**src/rtl/alu_operand_stage.sv**
```systemverilog
// Purpose : ID/EX stage ahead of the ALU; decodes a MIPS word into ALUOp/operands with EX/MEM and MEM/WB forwarding.
// Latency : 1 cycle from accept (in_valid & in_ready) to out_valid.
// Backpr. : single slot; in_ready = !out_valid | out_ready, so a held slot stalls the producer with outputs frozen.
//
// Ports:
//   clk, rst                 clock (rising edge), asynchronous active-low reset
//   in_valid/in_ready        upstream handshake; instr, rs_data, rt_data sampled on accept
//   exm_wr/exm_rd/exm_data   EX/MEM writeback bus (forwarding source, higher priority)
//   mwb_wr/mwb_rd/mwb_data   MEM/WB writeback bus (forwarding source)
//   flush                    kills slot contents and any same-cycle accept
//   out_valid/out_ready      downstream handshake toward the ALU
//   T1, T2, shamt, ALUOp     ALU inputs
//   dest, reg_write, mem_read, mem_write, br_eq, br_ne, illegal   control flags
//   ill_count                saturating count of accepted illegal instructions
module alu_operand_stage #(
    parameter bit FWD_EN    = 1'b1,
    parameter int ILL_CNT_W = 8
) (
    input  logic                 clk,
    input  logic                 rst,
    input  logic                 in_valid,
    output logic                 in_ready,
    input  logic [31:0]          instr,
    input  logic [31:0]          rs_data,
    input  logic [31:0]          rt_data,
    input  logic                 exm_wr,
    input  logic [4:0]           exm_rd,
    input  logic [31:0]          exm_data,
    input  logic                 mwb_wr,
    input  logic [4:0]           mwb_rd,
    input  logic [31:0]          mwb_data,
    input  logic                 flush,
    output logic                 out_valid,
    input  logic                 out_ready,
    output logic [31:0]          T1,
    output logic [31:0]          T2,
    output logic [4:0]           shamt,
    output logic [3:0]           ALUOp,
    output logic [4:0]           dest,
    output logic                 reg_write,
    output logic                 mem_read,
    output logic                 mem_write,
    output logic                 br_eq,
    output logic                 br_ne,
    output logic                 illegal,
    output logic [ILL_CNT_W-1:0] ill_count
);

    typedef enum logic [3:0] {
        ALU_AND = 4'b0000,
        ALU_OR  = 4'b0001,
        ALU_ADD = 4'b0010,
        ALU_NOR = 4'b0011,
        ALU_SLL = 4'b0100,
        ALU_SRL = 4'b0101,
        ALU_SUB = 4'b0110,
        ALU_SLT = 4'b0111,
        ALU_LUI = 4'b1000
    } alu_op_t;

    // Everything the ALU side sees, held as one registered bundle.
    typedef struct packed {
        logic [31:0] t1;
        logic [31:0] t2;
        logic [4:0]  shamt;
        alu_op_t     op;
        logic [4:0]  dest;
        logic        reg_write;
        logic        mem_read;
        logic        mem_write;
        logic        br_eq;
        logic        br_ne;
        logic        illegal;
    } slot_t;

    // Field extraction
    logic [5:0]  opcode;
    logic [5:0]  funct;
    logic [4:0]  rs_idx;
    logic [4:0]  rt_idx;
    logic [4:0]  rd_idx;
    logic [15:0] imm;
    logic [31:0] imm_sx;
    logic [31:0] imm_zx;

    assign opcode = instr[31:26];
    assign rs_idx = instr[25:21];
    assign rt_idx = instr[20:16];
    assign rd_idx = instr[15:11];
    assign funct  = instr[5:0];
    assign imm    = instr[15:0];
    assign imm_sx = {{16{imm[15]}}, imm};
    assign imm_zx = {16'h0000, imm};

    // Forwarding: $0 reads as zero, EX/MEM is younger than MEM/WB so it wins.
    function automatic logic [31:0] fwd_sel(
        input logic [4:0]  src,
        input logic [31:0] rf_val,
        input logic        ex_wr,
        input logic [4:0]  ex_rd,
        input logic [31:0] ex_val,
        input logic        wb_wr,
        input logic [4:0]  wb_rd,
        input logic [31:0] wb_val
    );
        logic [31:0] res;
        res = rf_val;
        if (FWD_EN) begin
            if (src == 5'd0) begin
                res = 32'd0;
            end else if (ex_wr && (ex_rd == src)) begin
                res = ex_val;
            end else if (wb_wr && (wb_rd == src)) begin
                res = wb_val;
            end
        end
        return res;
    endfunction

    logic [31:0] rs_fwd;
    logic [31:0] rt_fwd;

    always_comb begin
        rs_fwd = fwd_sel(rs_idx, rs_data, exm_wr, exm_rd, exm_data, mwb_wr, mwb_rd, mwb_data);
        rt_fwd = fwd_sel(rt_idx, rt_data, exm_wr, exm_rd, exm_data, mwb_wr, mwb_rd, mwb_data);
    end

    // Decode
    slot_t dec;
    logic  bad_op;

    always_comb begin
        dec    = '0;
        bad_op = 1'b0;
        case (opcode)
            6'h00: begin
                dec.t1        = rs_fwd;
                dec.t2        = rt_fwd;
                dec.dest      = rd_idx;
                dec.reg_write = 1'b1;
                case (funct)
                    6'h24:        dec.op = ALU_AND;
                    6'h25:        dec.op = ALU_OR;
                    6'h20, 6'h21: dec.op = ALU_ADD;
                    6'h27:        dec.op = ALU_NOR;
                    6'h00: begin
                        dec.op    = ALU_SLL;
                        dec.shamt = instr[10:6];
                    end
                    6'h02: begin
                        dec.op    = ALU_SRL;
                        dec.shamt = instr[10:6];
                    end
                    6'h22, 6'h23: dec.op = ALU_SUB;
                    6'h2A:        dec.op = ALU_SLT;
                    default:      bad_op = 1'b1;
                endcase
            end
            6'h08, 6'h09: begin
                dec.t1        = rs_fwd;
                dec.t2        = imm_sx;
                dec.op        = ALU_ADD;
                dec.dest      = rt_idx;
                dec.reg_write = 1'b1;
            end
            6'h0C: begin
                dec.t1        = rs_fwd;
                dec.t2        = imm_zx;
                dec.op        = ALU_AND;
                dec.dest      = rt_idx;
                dec.reg_write = 1'b1;
            end
            6'h0D: begin
                dec.t1        = rs_fwd;
                dec.t2        = imm_zx;
                dec.op        = ALU_OR;
                dec.dest      = rt_idx;
                dec.reg_write = 1'b1;
            end
            6'h0A: begin
                dec.t1        = rs_fwd;
                dec.t2        = imm_sx;
                dec.op        = ALU_SLT;
                dec.dest      = rt_idx;
                dec.reg_write = 1'b1;
            end
            6'h0F: begin
                // The ALU performs the upper-half placement; T2 carries the raw immediate.
                dec.t1        = rs_fwd;
                dec.t2        = imm_zx;
                dec.op        = ALU_LUI;
                dec.dest      = rt_idx;
                dec.reg_write = 1'b1;
            end
            6'h23: begin
                dec.t1        = rs_fwd;
                dec.t2        = imm_sx;
                dec.op        = ALU_ADD;
                dec.dest      = rt_idx;
                dec.reg_write = 1'b1;
                dec.mem_read  = 1'b1;
            end
            6'h2B: begin
                dec.t1        = rs_fwd;
                dec.t2        = imm_sx;
                dec.op        = ALU_ADD;
                dec.mem_write = 1'b1;
            end
            6'h04, 6'h05: begin
                // Branch compare: rt is a register source, so it is forwarded.
                dec.t1    = rs_fwd;
                dec.t2    = rt_fwd;
                dec.op    = ALU_SUB;
                dec.br_eq = (opcode == 6'h04);
                dec.br_ne = (opcode == 6'h05);
            end
            default: bad_op = 1'b1;
        endcase

        // Illegal words carry no operands or side effects into EX.
        if (bad_op) begin
            dec         = '0;
            dec.illegal = 1'b1;
        end

        // Writes to $0 are architecturally discarded.
        if (dec.dest == 5'd0) begin
            dec.reg_write = 1'b0;
        end
    end

    // Pipeline slot
    slot_t slot;
    logic  accept;

    assign in_ready = !out_valid || out_ready;
    assign accept   = in_valid && in_ready;

    always_ff @(posedge clk or negedge rst) begin
        if (!rst) begin
            out_valid <= 1'b0;
            slot      <= '0;
            ill_count <= '0;
        end else begin
            if (flush) begin
                // Same-cycle accept is dropped entirely, including its count.
                out_valid <= 1'b0;
            end else if (accept) begin
                out_valid <= 1'b1;
                slot      <= dec;
                if (dec.illegal && (ill_count != {ILL_CNT_W{1'b1}})) begin
                    ill_count <= ill_count + ILL_CNT_W'(1);
                end
            end else if (out_ready) begin
                out_valid <= 1'b0;
            end
        end
    end

    assign T1        = slot.t1;
    assign T2        = slot.t2;
    assign shamt     = slot.shamt;
    assign ALUOp     = slot.op;
    assign dest      = slot.dest;
    assign reg_write = slot.reg_write;
    assign mem_read  = slot.mem_read;
    assign mem_write = slot.mem_write;
    assign br_eq     = slot.br_eq;
    assign br_ne     = slot.br_ne;
    assign illegal   = slot.illegal;

endmodule

```
**config.mk**
```make
export PLATFORM = sky130hd
export DESIGN_NAME = alu_operand_stage
export DESIGN_NICKNAME = d
export VERILOG_FILES = /design/src/rtl/alu_operand_stage.sv
export SDC_FILE = /design/constraint.sdc
export NUM_CORES = 1
export LEC_CHECK = 0
export CELL_PAD_IN_SITES_DETAIL_PLACEMENT = 1
export CELL_PAD_IN_SITES_GLOBAL_PLACEMENT = 2
export CORE_MARGIN = 5
export CORE_UTILIZATION = 24
export DETAILED_ROUTE_END_ITERATION = 8
export PLACE_DENSITY = 0.84
export SETUP_SLACK_MARGIN = 0.5
export SLEW_MARGIN = 20
export SYNTH_ARGS = -nofsm -noshare
export SYNTH_HDL_FRONTEND = slang
export SYNTH_SLANG_ARGS = --single-unit
```
**constraint.sdc**
```tcl
create_clock -name clk -period 3.85 [get_ports clk]
set_clock_uncertainty 0.2 [all_clocks]
set_input_delay 1.155 -clock clk [delete_from_list [all_inputs] [get_ports clk]]
set_output_delay 1.155 -clock clk [all_outputs]
set_load 0.02 [all_outputs]
```
==> results by group, run 1 <==
Logic synthesis
  – Sequential fraction of the synthesis area: 0.4092
  – Top FF cell, synth: dfrtp_1
  – Syn_area_per_cell: 8.412 µm²
  – Synthesized area: 5687 µm²
  – Post-synth EDFFs: 0
  – Yosys warnings: 0
  – Flops & latches, synth: 93
  – Distinct cells, synth: 55
  – Ys async rst share: 1.000
  – Post-Syn Instances: 676
  – Syn nets: 854

Global route
  – First-pass GRT wire length: 40490 µm
  – Antenna violations before repair: 2
  – Largest net degree at the start of global routing: 65
  – GR Overflow Total: 0
  – Vias in the first global route: 6590
  – Overall routing resource usage: 0.1961

Layout
  – Multi-input logic area: 3093 µm²
  – Reg area: 2327 µm²
  – Fill cells: 2781
  – Post-Route Utilization: 0.3953
  – Total Nets Final: 1113
  – Share of cells above drive strength 1: 0.09787
  – Area grow syn2layout: 62.66%

Routing
  – DRT Wirelength: 26620 µm
  – Drt via density: 4.933
  – Via count: 6226
  – Drt first pass iters: 4
  – Avg WL per Cell: 21.10 µm
  – Initial DRC count: 393
  – Final ANT Viol Nets: 0
  – # DRC: 0

Clock network
  – Clock-pin slew on the worst setup and hold paths: 70 ps
  – Root Buffer: clkbuf_16
  – CTS max path bufs: 2
  – Clock tree sinks: 93
  – CTS tree: yes
  – Hold buffers post-CTS: 0
  – CTS Buf Count: 9
  – H-tree depth: 3
  – Worst skew pair latency: 350 ps

STA
  – Pins Over Slew Limit: 0
  – Fmax: 305.1 MHz
  – Post-route setup TNS: 0 ps
  – Fin crit period: 3277 ps
  – Least-Margin Pin Slew: 692.3 ps
  – Setup violators final: 0
  – RSZ-0062 raised after global routing: true
  – Slew headroom: 0.5385
  – Final worst-path cycle share: 0.8513
  – Final hold vios: 0

Power and ir drop
  – Pleak: 3.903 nW
  – VDD IR max: 250.6 µV
  – Total power draw: 3.155 mW
  – Pwr Density: 341.1 nW/µm²

Floorplan
  – Starting density of the core: 0.2430
  – Die Span Y: 163.9 µm
  – Core Box Area: 23400 µm²
  – FP Rows: 56
  – Die footprint: 26870 µm²
  – I/O pin cnt: 271
  – Die width: 163.9 µm

Worst setup path
  – Worst Path Required: 2490 ps
  – Critical path type: in2out
  – Crit-path max FO: 2
  – Startpoint Class: input port
  – Critical Path AT: 1920 ps
  – Worst setup EP type: primary output

Placement
  – Number of port buffers: 270
  – Gpl congestion: 0.8435
  – DP Wirelength: 20460 µm

Min path
  – HP Class: reg2reg

Flow run
  – Max_cap viols: 0

Outcome
  – Status: complete, no violations
-- power by group --
| part | internal (mW) | total (mW) | switching, mW |
|---|---|---|---|
| registers | 1.07 | 1.16 | 0.0855 |
| logic | 0.474 | 0.911 | 0.437 |
| clock network | 0.659 | 1.09 | 0.427 |
| total | 2.21 | 3.16 | 0.949 |
-- final cells by class --
cell class,count,share of cell area
multi-input combinational,514,0.3344
timing repair buffer,298,0.3241
sequential,93,0.2516
tap,319,0.04315
clock buffer,10,0.02584
clock inverter,6,0.01244
inverter,19,0.007710
antenna,3,0.0008116
-- sequential cells by signal, indices dropped and copies added, names as in the netlist --
register	cells
reg_write	1
out_valid	1
br_ne	1
mem_read	1
br_eq	1
dest	5
ALUOp	4
illegal	1
ill_count	8
shamt	5
mem_write	1
T1	32
T2	32
-- cell usage in the layout, fill, tap and decap left out, drive strengths merged, types with 2 or more instances in the layout --
cell	instances
nand3	9
and3	21
nand4	4
clkdlybuf4s50	266
o31ai	16
nor2	65
a21oi	48
a221oi	3
nor3b	2
a21boi	2
o21ai	50
nor3	4
diode	3
and3b	2
or2	4
nor4	4
dlymetal6s2s	2
clkbuf	10
nand2	119
a22o	39
inv	21
xor2	15
bufinv	3
a31oi	50
xnor2	11
nand2b	3
a22oi	3
a32o	2
nor4b	2
o221a	16
dfrtp	93
or4	2
nor2b	5
buf	30
-- through the flow --
step                cells  hold slack, ps  worst slack (ps)  instance area (µm²)
finish               1262           278.5             572.5                 9250
global route         1261           303.7             457.4                 9248
CTS                  1259           284.8             553.2                 9225
detailed placement   1242           267.6             87.05                 8862
global placement     1242           263.3             89.65                 8862
floorplan             676           387.2             772.7                 5687
-- kinds of logic after synthesis --
logic type / count (synthesis) / synth area share
buffers and inverters: 69 / 0.05280
XOR/XNOR: 26 / 0.04004
multiplexers: 1 / 0.001980
flip-flops: 93 / 0.4092
adder cells (fa/ha/maj): 1 / 0.002200
AO/OA/AOI/OAI: 236 / 0.2882
AND/OR/NAND/NOR: 250 / 0.2055
-- synthesized netlist by cell type (all sizes together), types with 3 or more instances --
cell type  number  area, µm²
a21oi          48      262.8
a221oi          3      26.28
a22o           39      341.6
a22oi           3      22.52
a31oi          50      312.8
and3           21      132.6
buf            10      78.82
clkbuf         40      150.1
dfrtp          93       2327
inv            19      71.32
nand2         119      454.2
nand2b          3      18.77
nand3           9      57.56
nand4           4      25.02
nor2           65      244.0
nor2b           5      31.28
nor3            4      20.02
nor4            4      31.28
o21ai          50      254.0
o221a          16      180.2
o31ai          16      145.1
or2             4      27.53
xnor2          11      96.34
xor2           15      131.4
-- timing repair --
item	in CTS	in global routing
gates resized for setup	6	6
setup endpoints to repair	5	46
buffers inserted	1	0
-- layer usage --
| metal | GRT usage | part of all wire | wire [µm] | vias up |
|---|---|---|---|---|
| met5 | 0 | 0 | 0 | - |
| met2 | 0.3046 | 0.46 | 12140 | 192 |
| met4 | 0.05337 | 0.020 | 523 | 0 |
| met3 | 0.03739 | 0.056 | 1494 | 26 |
| met1 | 0.2794 | 0.47 | 12460 | 3039 |
| li1 | - | - | - | 2969 |
-- critical path: stages --
cell,delay (ps)
clkdlybuf4s50_1,420
nor2b_2,130
inv_1,60
buf_2,160
-- final timing paths --
kind | from | endpoint | slack [ps] | cells past startpoint
setup / recovery | out_ready | in_ready | 570 | 4
hold / removal | mem_write | mem_write | 280 | 2
setup reg to reg | out_valid | shamt[4] | 1640 | 7
hold reg to reg | mem_write | mem_write | 280 | 2
max in group asynchronous | rst | T2[2] | 2120 | 2
min in group asynchronous | rst | T2[23] | 630 | 1
(Power assumes the default switching activity.)
==> run 2: changes to the inputs <==
--- a/config.mk
+++ b/config.mk
@@ -10,6 +10,7 @@
 export CORE_MARGIN = 5
 export CORE_UTILIZATION = 24
 export DETAILED_ROUTE_END_ITERATION = 8
+export GPL_TIMING_DRIVEN = 0
 export PLACE_DENSITY = 0.84
 export SETUP_SLACK_MARGIN = 0.5
 export SLEW_MARGIN = 20
==> results by group, run 2 (synthesis results as in run 1) <==
Outcome
  – Status: complete, no violations

Floorplan
  – FP Rows: 56 (unchanged)
  – Die footprint: 26870 µm² (unchanged)
  – Die width: 163.9 µm (unchanged)
  – Core Box Area: 23400 µm² (unchanged)
  – I/O pin cnt: 271 (unchanged)
  – Die Span Y: 163.9 µm (unchanged)
  – Starting density of the core: 0.2430 (unchanged)

Global route
  – GR Overflow Total: 0 (unchanged)
  – Overall routing resource usage: 0.2090 (+0.01290)
  – Vias in the first global route: 6737 (+2.2%)
  – First-pass GRT wire length: 42500 µm (+5.0%)
  – Largest net degree at the start of global routing: 50 (-23%)
  – Antenna violations before repair: 2 (unchanged)

Placement
  – Gpl congestion: 0.8614 (+2.1%)
  – Number of port buffers: 269 (-0.37%)
  – DP Wirelength: 22690 µm (+11%)

STA
  – Pins Over Slew Limit: 0 (unchanged)
  – Post-route setup TNS: 0 ps (unchanged)
  – Slew headroom: 0.4294 (-0.1090)
  – Final worst-path cycle share: 0.8507 (about the same)
  – Least-Margin Pin Slew: 855.8 ps (+163.6 ps)
  – Setup violators final: 0 (unchanged)
  – Fin crit period: 3275 ps (-2.261 ps)
  – Fmax: 305.3 MHz (about the same)
  – RSZ-0062 raised after global routing: true
  – Final hold vios: 0 (unchanged)

Routing
  – Via count: 6317 (+1.5%)
  – Drt via density: 4.874 (-1.2%)
  – Avg WL per Cell: 22.10 µm (+4.8%)
  – Final ANT Viol Nets: 0 (unchanged)
  – # DRC: 0 (unchanged)
  – DRT Wirelength: 28640 µm (+7.6%)
  – Drt first pass iters: 5 (+1)
  – Initial DRC count: 379 (-3.6%)

Layout
  – Commonest non-fill, non-tap cell in the layout: clkdlybuf4s50_1
  – Area grow syn2layout: 64.91%
  – Share of cells above drive strength 1: 0.1264 (+0.02854)
  – Total Nets Final: 1146 (+3.0%)
  – Most frequent cells in the layout: 259 x clkdlybuf4s50_1, 118 x nand2_1, 93 x dfrtp_1
  – Fill cells: 2780 (-0.036%)
  – Post-Route Utilization: 0.4007 (+0.005453)

Worst setup path
  – Worst setup EP type: register
  – Critical path type: in2reg
  – R2R setup slack: 1450 ps (-190 ps)
  – Cells on worst reg2reg path: 6 (-1)
  – Worst Path Required: 3890 ps (+1400 ps)
  – Critical Path AT: 3320 ps (+1400 ps)
  – Crit-path max FO: 10 (+8)
  – Startpoint Class: input port

Clock network
  – H-tree depth: 3 (unchanged)
  – Worst skew pair latency: 350 ps (about the same)
  – CTS Buf Count: 9 (unchanged)
  – Hold buffers post-CTS: 0 (unchanged)
  – Clock-pin slew on the worst setup and hold paths: 80 ps (about the same)
  – CTS max path bufs: 2 (unchanged)
  – Root Buffer: clkbuf_16
  – Clock tree sinks: 93 (unchanged)
  – CTS tree: yes

Flow run
  – Max_cap viols: 0 (unchanged)

Power and ir drop
  – Pleak: 3.979 nW (+2.0%)
  – VDD IR max: 235.6 µV (-6.0%)
  – Pwr Density: 319.7 nW/µm² (-6.3%)

Min path
  – Hold path depth: 2 (unchanged)
  – HP Class: reg2reg
[run 2: cell types whose count changed in the layout (fill, tap and decap cells not counted), moves of 3 or more]
| cell | before | now |
|---|---|---|
| buf_12 | 7 | 1 |
| buf_6 | 0 | 6 |
| a31oi_1 | 49 | 42 |
| clkbuf_4 | 0 | 4 |
| buf_2 | 1 | 4 |
| a31oi_2 | 1 | 8 |
| clkbuf_2 | 0 | 18 |
| clkbuf_1 | 0 | 16 |
| bufinv_16 | 3 | 0 |
| buf_4 | 22 | 13 |
| clkdlybuf4s50_1 | 266 | 259 |
| dlymetal6s2s_1 | 2 | 6 |
[run 2: worst paths after layout]
kind	start	endpoint
setup / recovery	instr[28]	ill_count[1]
setup reg to reg	out_valid	reg_write
min in group asynchronous	rst	T2[23]
hold reg to reg	ALUOp[3]	ALUOp[3]
max in group asynchronous	rst	T1[0]
hold / removal	ALUOp[3]	ALUOp[3]
[run 2: cell type report]
class / count / area [µm²] / share of cell area
well taps: 319 / 399.1 / 0.04256
flip-flops and latches: 93 / 2327 / 0.2482
clock inverters: 6 / 55.05 / 0.005871
clock buffers: 10 / 229.0 / 0.02442
repair buffers: 281 / 2826 / 0.3014
multi-input cells: 514 / 3184 / 0.3396
diodes: 4 / 10.01 / 0.001067
plain buffers: 50 / 275.3 / 0.02935
inverters: 19 / 71.32 / 0.007605
[run 2: critical path, stage by stage]
cell             delay, ps
clkdlybuf4s50_1        570
clkbuf_4               240
nor2_1                  80
o21ai_1                210
a31o_2                 240
nand3_2                190
a31oi_2                270
mux2_2                 350
[run 2: per-layer routing]
layer	global-route usage	share of wire	vias up	routed length, µm
met5	0	0	-	0
met3	0.03438	0.053	23	1515
met4	0.06024	0.016	0	467
met2	0.3343	0.47	195	13380
li1	-	-	3035	-
met1	0.2918	0.46	3064	13270
[run 2: timing repair]
item / 4_1_cts / 5_1_grt
pin swaps: 6 / 2
setup endpoints to repair: 82 / 71
gates cloned: 0 / 0
resized for setup: 38 / 48
buffers inserted: 10 / 1
[run 2: report_power, final]
part	switching [mW]	internal, mW	total (mW)
sequential	0.0830	1.07	1.16
combinational	0.451	0.475	0.926
clock	0.463	0.453	0.916
total	0.997	2.00	3.00
[run 2: per-stage QoR]
stage / hold slack, ps / total power [mW] / worst slack, ps / instances / instance area, µm²
4_1_cts: 288.7 / 3.014 / 438.7 / 1291 / 9261
2_1_floorplan: 387.2 / 1.537 / 772.7 / 676 / 5687
3_3_place_gp: 263.0 / 2.072 / -2470 / 1264 / 8778
6_report: 278.8 / 2.998 / 574.8 / 1296 / 9378
5_1_grt: 316.9 / 3.124 / 483.7 / 1294 / 9373
3_5_place_dp: 271.4 / 2.085 / -350.8 / 1265 / 8807
==> edit: new RTL, flow settings as in run 2 <==
Set the parameter `ILL_CNT_W` to 6 (it was 8).
--- a/src/rtl/alu_operand_stage.sv
+++ b/src/rtl/alu_operand_stage.sv
@@ -14,7 +14,7 @@
 //   ill_count                saturating count of accepted illegal instructions
 module alu_operand_stage #(
     parameter bit FWD_EN    = 1'b1,
-    parameter int ILL_CNT_W = 8
+    parameter int ILL_CNT_W = 6
 ) (
     input  logic                 clk,
     input  logic                 rst,
Interface: changed (resized ill_count); port bits go from 271 to 269. No check against the original RTL was run, so the function may have changed too.
==> edit against run 2 <==
Via count is 1.2% higher. Synthesized area shrank 0.92%. Routed wire length is 2.8% higher. Hold slack gained 0.013 ns. First-iteration DRC count decreased by 1.6%. Setup slack got worse by 0.016 ns. Largest cell class unchanged. Count of clock-buffer cells in the layout unchanged. Sequential cell count is 2 lower. Final area is 1.3% lower. Clock power grew 3.6%. Total power fell by 0.23%.
==> edit: results (changes against run 2) <==
Pwr
The worst vdd rail ir drop came to 0.1262 mV (was 0.2356 mV). The static leakage is 3.907 nW (was 3.979 nW). The cell-internal power is 2.042 mW (was 2.001 mW).

Placed design
The placer's final routability congestion estimate was 0.8509 (was 0.8614). The cell area after placement is 8695 um^2 (was 8807 um^2). The count of buffers inserted at the top-level ports was 263 (was 269).

The detailed-placement wirelength estimate is 22.93 mm (was 22.69 mm). The setup slack at placement is -0.3601 ns (was -0.3508 ns).

Routing
The routed wire length per instance was 23.04 um (was 22.10 um). The via count normalized by instance count was 5.000 (was 4.874). The detailed-routing iteration count for the pre-antenna-repair pass is 6 (was 5). The number of violations reported at the end of detailed-routing iteration 0 is 373 (was 379).

Synth
The yosys synthesis warning count came to 0 (unchanged). The distinct cell type count after synthesis came to 58 (was 55). Leading cell types by count after synthesis: 143 x nand2_1, 91 x dfrtp_1, 64 x nor2_1 (was 118 x nand2_1, 93 x dfrtp_1, 65 x nor2_1). Cell types occupying the most area after synthesis: dfrtp_1 40%, nand2_1 9.5%, a22o_1 6.4% (was dfrtp_1 41%, nand2_1 7.8%, a22o_1 6.0%). The share of synthesized area occupied by flip-flops and latches came to 0.4042 (was 0.4092).

The number of nets in the synthesized netlist was 843 (was 854). The async set-reset flop share out of synthesis came to 1.000 (unchanged).

GRT
The number of antenna violations at the first check in global routing is 3 (was 2). The via count of the first global-routing pass is 6911 (was 6737). The global routing usage on met2 is 0.3547 (was 0.3343).

The met3 usage in global routing is 0.06435 (was 0.03438). The met1 routing resource usage after global routing came to 0.2675 (was 0.2918). The maximum number of pins on one net before global-route repair is 63 (was 50). The first-pass GRT wire length is 42.89 mm (was 42.50 mm). The total global-route track usage is 0.2140 (was 0.2090).

Clocking
The maximum root-to-sink buffer count is 2 (unchanged). Clock-pin slew was measured on the worst setup and hold paths at 0.07 ns. The clock buffer count from CTS is 9 (unchanged). The clock latency on the worst-skew pair is 0.35 ns (about the same). The library cell used as clock root buffer is clkbuf_16 (unchanged).

STA
The final critical-path required period is 3.291 ns (was 3.275 ns). The worst hold-check slack was 0.2921 ns (was 0.2788 ns). The total negative slack is 0 ns (unchanged). The slew at the pin with the worst max-slew slack is 0.7919 ns (was 0.8558 ns).

Outcome
Result of the run: finished, final reports clean (unchanged).

Finish
The number of nets in the final layout is 1128 (was 1146). The post-route core utilization is 0.3980 (was 0.4007). The count of fill cells added during filler insertion was 2760 (was 2780). The ratio of cells with drive above 1 in the final layout is 0.1267 (was 0.1264).

Worst setup path
The flop-to-flop setup slack was 1.47 ns (was 1.45 ns). The arrival time of the worst setup path came to 3.35 ns (was 3.32 ns). The highest net fanout along the worst path is 10 (unchanged).

Run
The count of maximum capacitance violations is 0 (unchanged).
## edit: cell types whose count changed after synthesis, moves of 5 or more
cell       delta
o31ai_1       -8
xnor2_1       -5
buf_2        +12
nand2_1      +25
o21ai_0       -9
buf_4         +5
o31ai_2       +5
a222oi_1      +5
and3_1       -17
clkbuf_1      -8
a2bb2oi_1    +12
a21oi_1      -30
## edit: through the flow
stage | cells | total power, mW
floorplan | 665 | 1.509
global placement | 1247 | 2.031
detailed placement | 1248 | 2.049
CTS | 1270 | 3.018
global route | 1275 | 3.124
finish | 1278 | 2.991
## edit: cells by family after synthesis
kind of cell,count (synthesis),share of synthesized area
buffers and inverters,74,0.05863
DFF,91,0.4042
AOI/OAI and AO/OA,212,0.2876
adders and majority gates,1,0.002220
muxes,5,0.009549
and+or+nand+nor,259,0.2021
xor gates and xnor gates,23,0.03575
## edit: critical path, stage by stage
cell,delay [ns]
clkdlybuf4s50_1,0.54
xor2_1,0.20
nor4_1,0.38
nand3_2,0.10
buf_4,0.18
clkbuf_1,0.28
o21ai_0,0.20
a21oi_1,0.09
o31ai_2,0.22
## edit: repair_timing
action	4_1_cts	5_1_grt
setup endpoints to repair	69	69
endpoints found under the hold margin	0	0
hold buffers	0	0
setup buffers	6	4
resized for setup	40	24
pin swaps	4	1
## edit: layout make-up
type | instances | share of cell area
Antenna cell | 4 | 0.001081
Inverter | 19 | 0.007704
Multi-Input combinational cell | 500 | 0.3410
Timing Repair Buffer | 274 | 0.2954
Tap cell | 319 | 0.04311
Buffer | 55 | 0.03298
Sequential cell | 91 | 0.2460
Clock inverter | 6 | 0.006893
Clock buffer | 10 | 0.02581
## edit: final timing paths
path,cells after the start,start,end
max in group asynchronous,2,rst,T2[29]
min reg2reg,1,T2[15],T2[15]
max reg2reg,6,out_valid,T2[13]
min,1,T2[15],T2[15]
min in group asynchronous,1,rst,ALUOp[1]
max,9,instr[20],T2[4]
## edit: power groups by stage
stage,Sequential [mW],Clock [mW],Combinational [mW]
after floorplan,1.24,0,0.264
final,1.13,0.949,0.916
after global routing,1.14,1.01,0.975
after global placement,1.14,0,0.890
after detailed placement,1.14,0,0.907
after CTS,1.13,0.969,0.922
## edit: metal layers
metal | vias up | share of wire
met1 | 3122 | 0.42
met2 | 246 | 0.47
li1 | 2980 | -
met3 | 40 | 0.086
met5 | - | 0.00044
met4 | 2 | 0.024
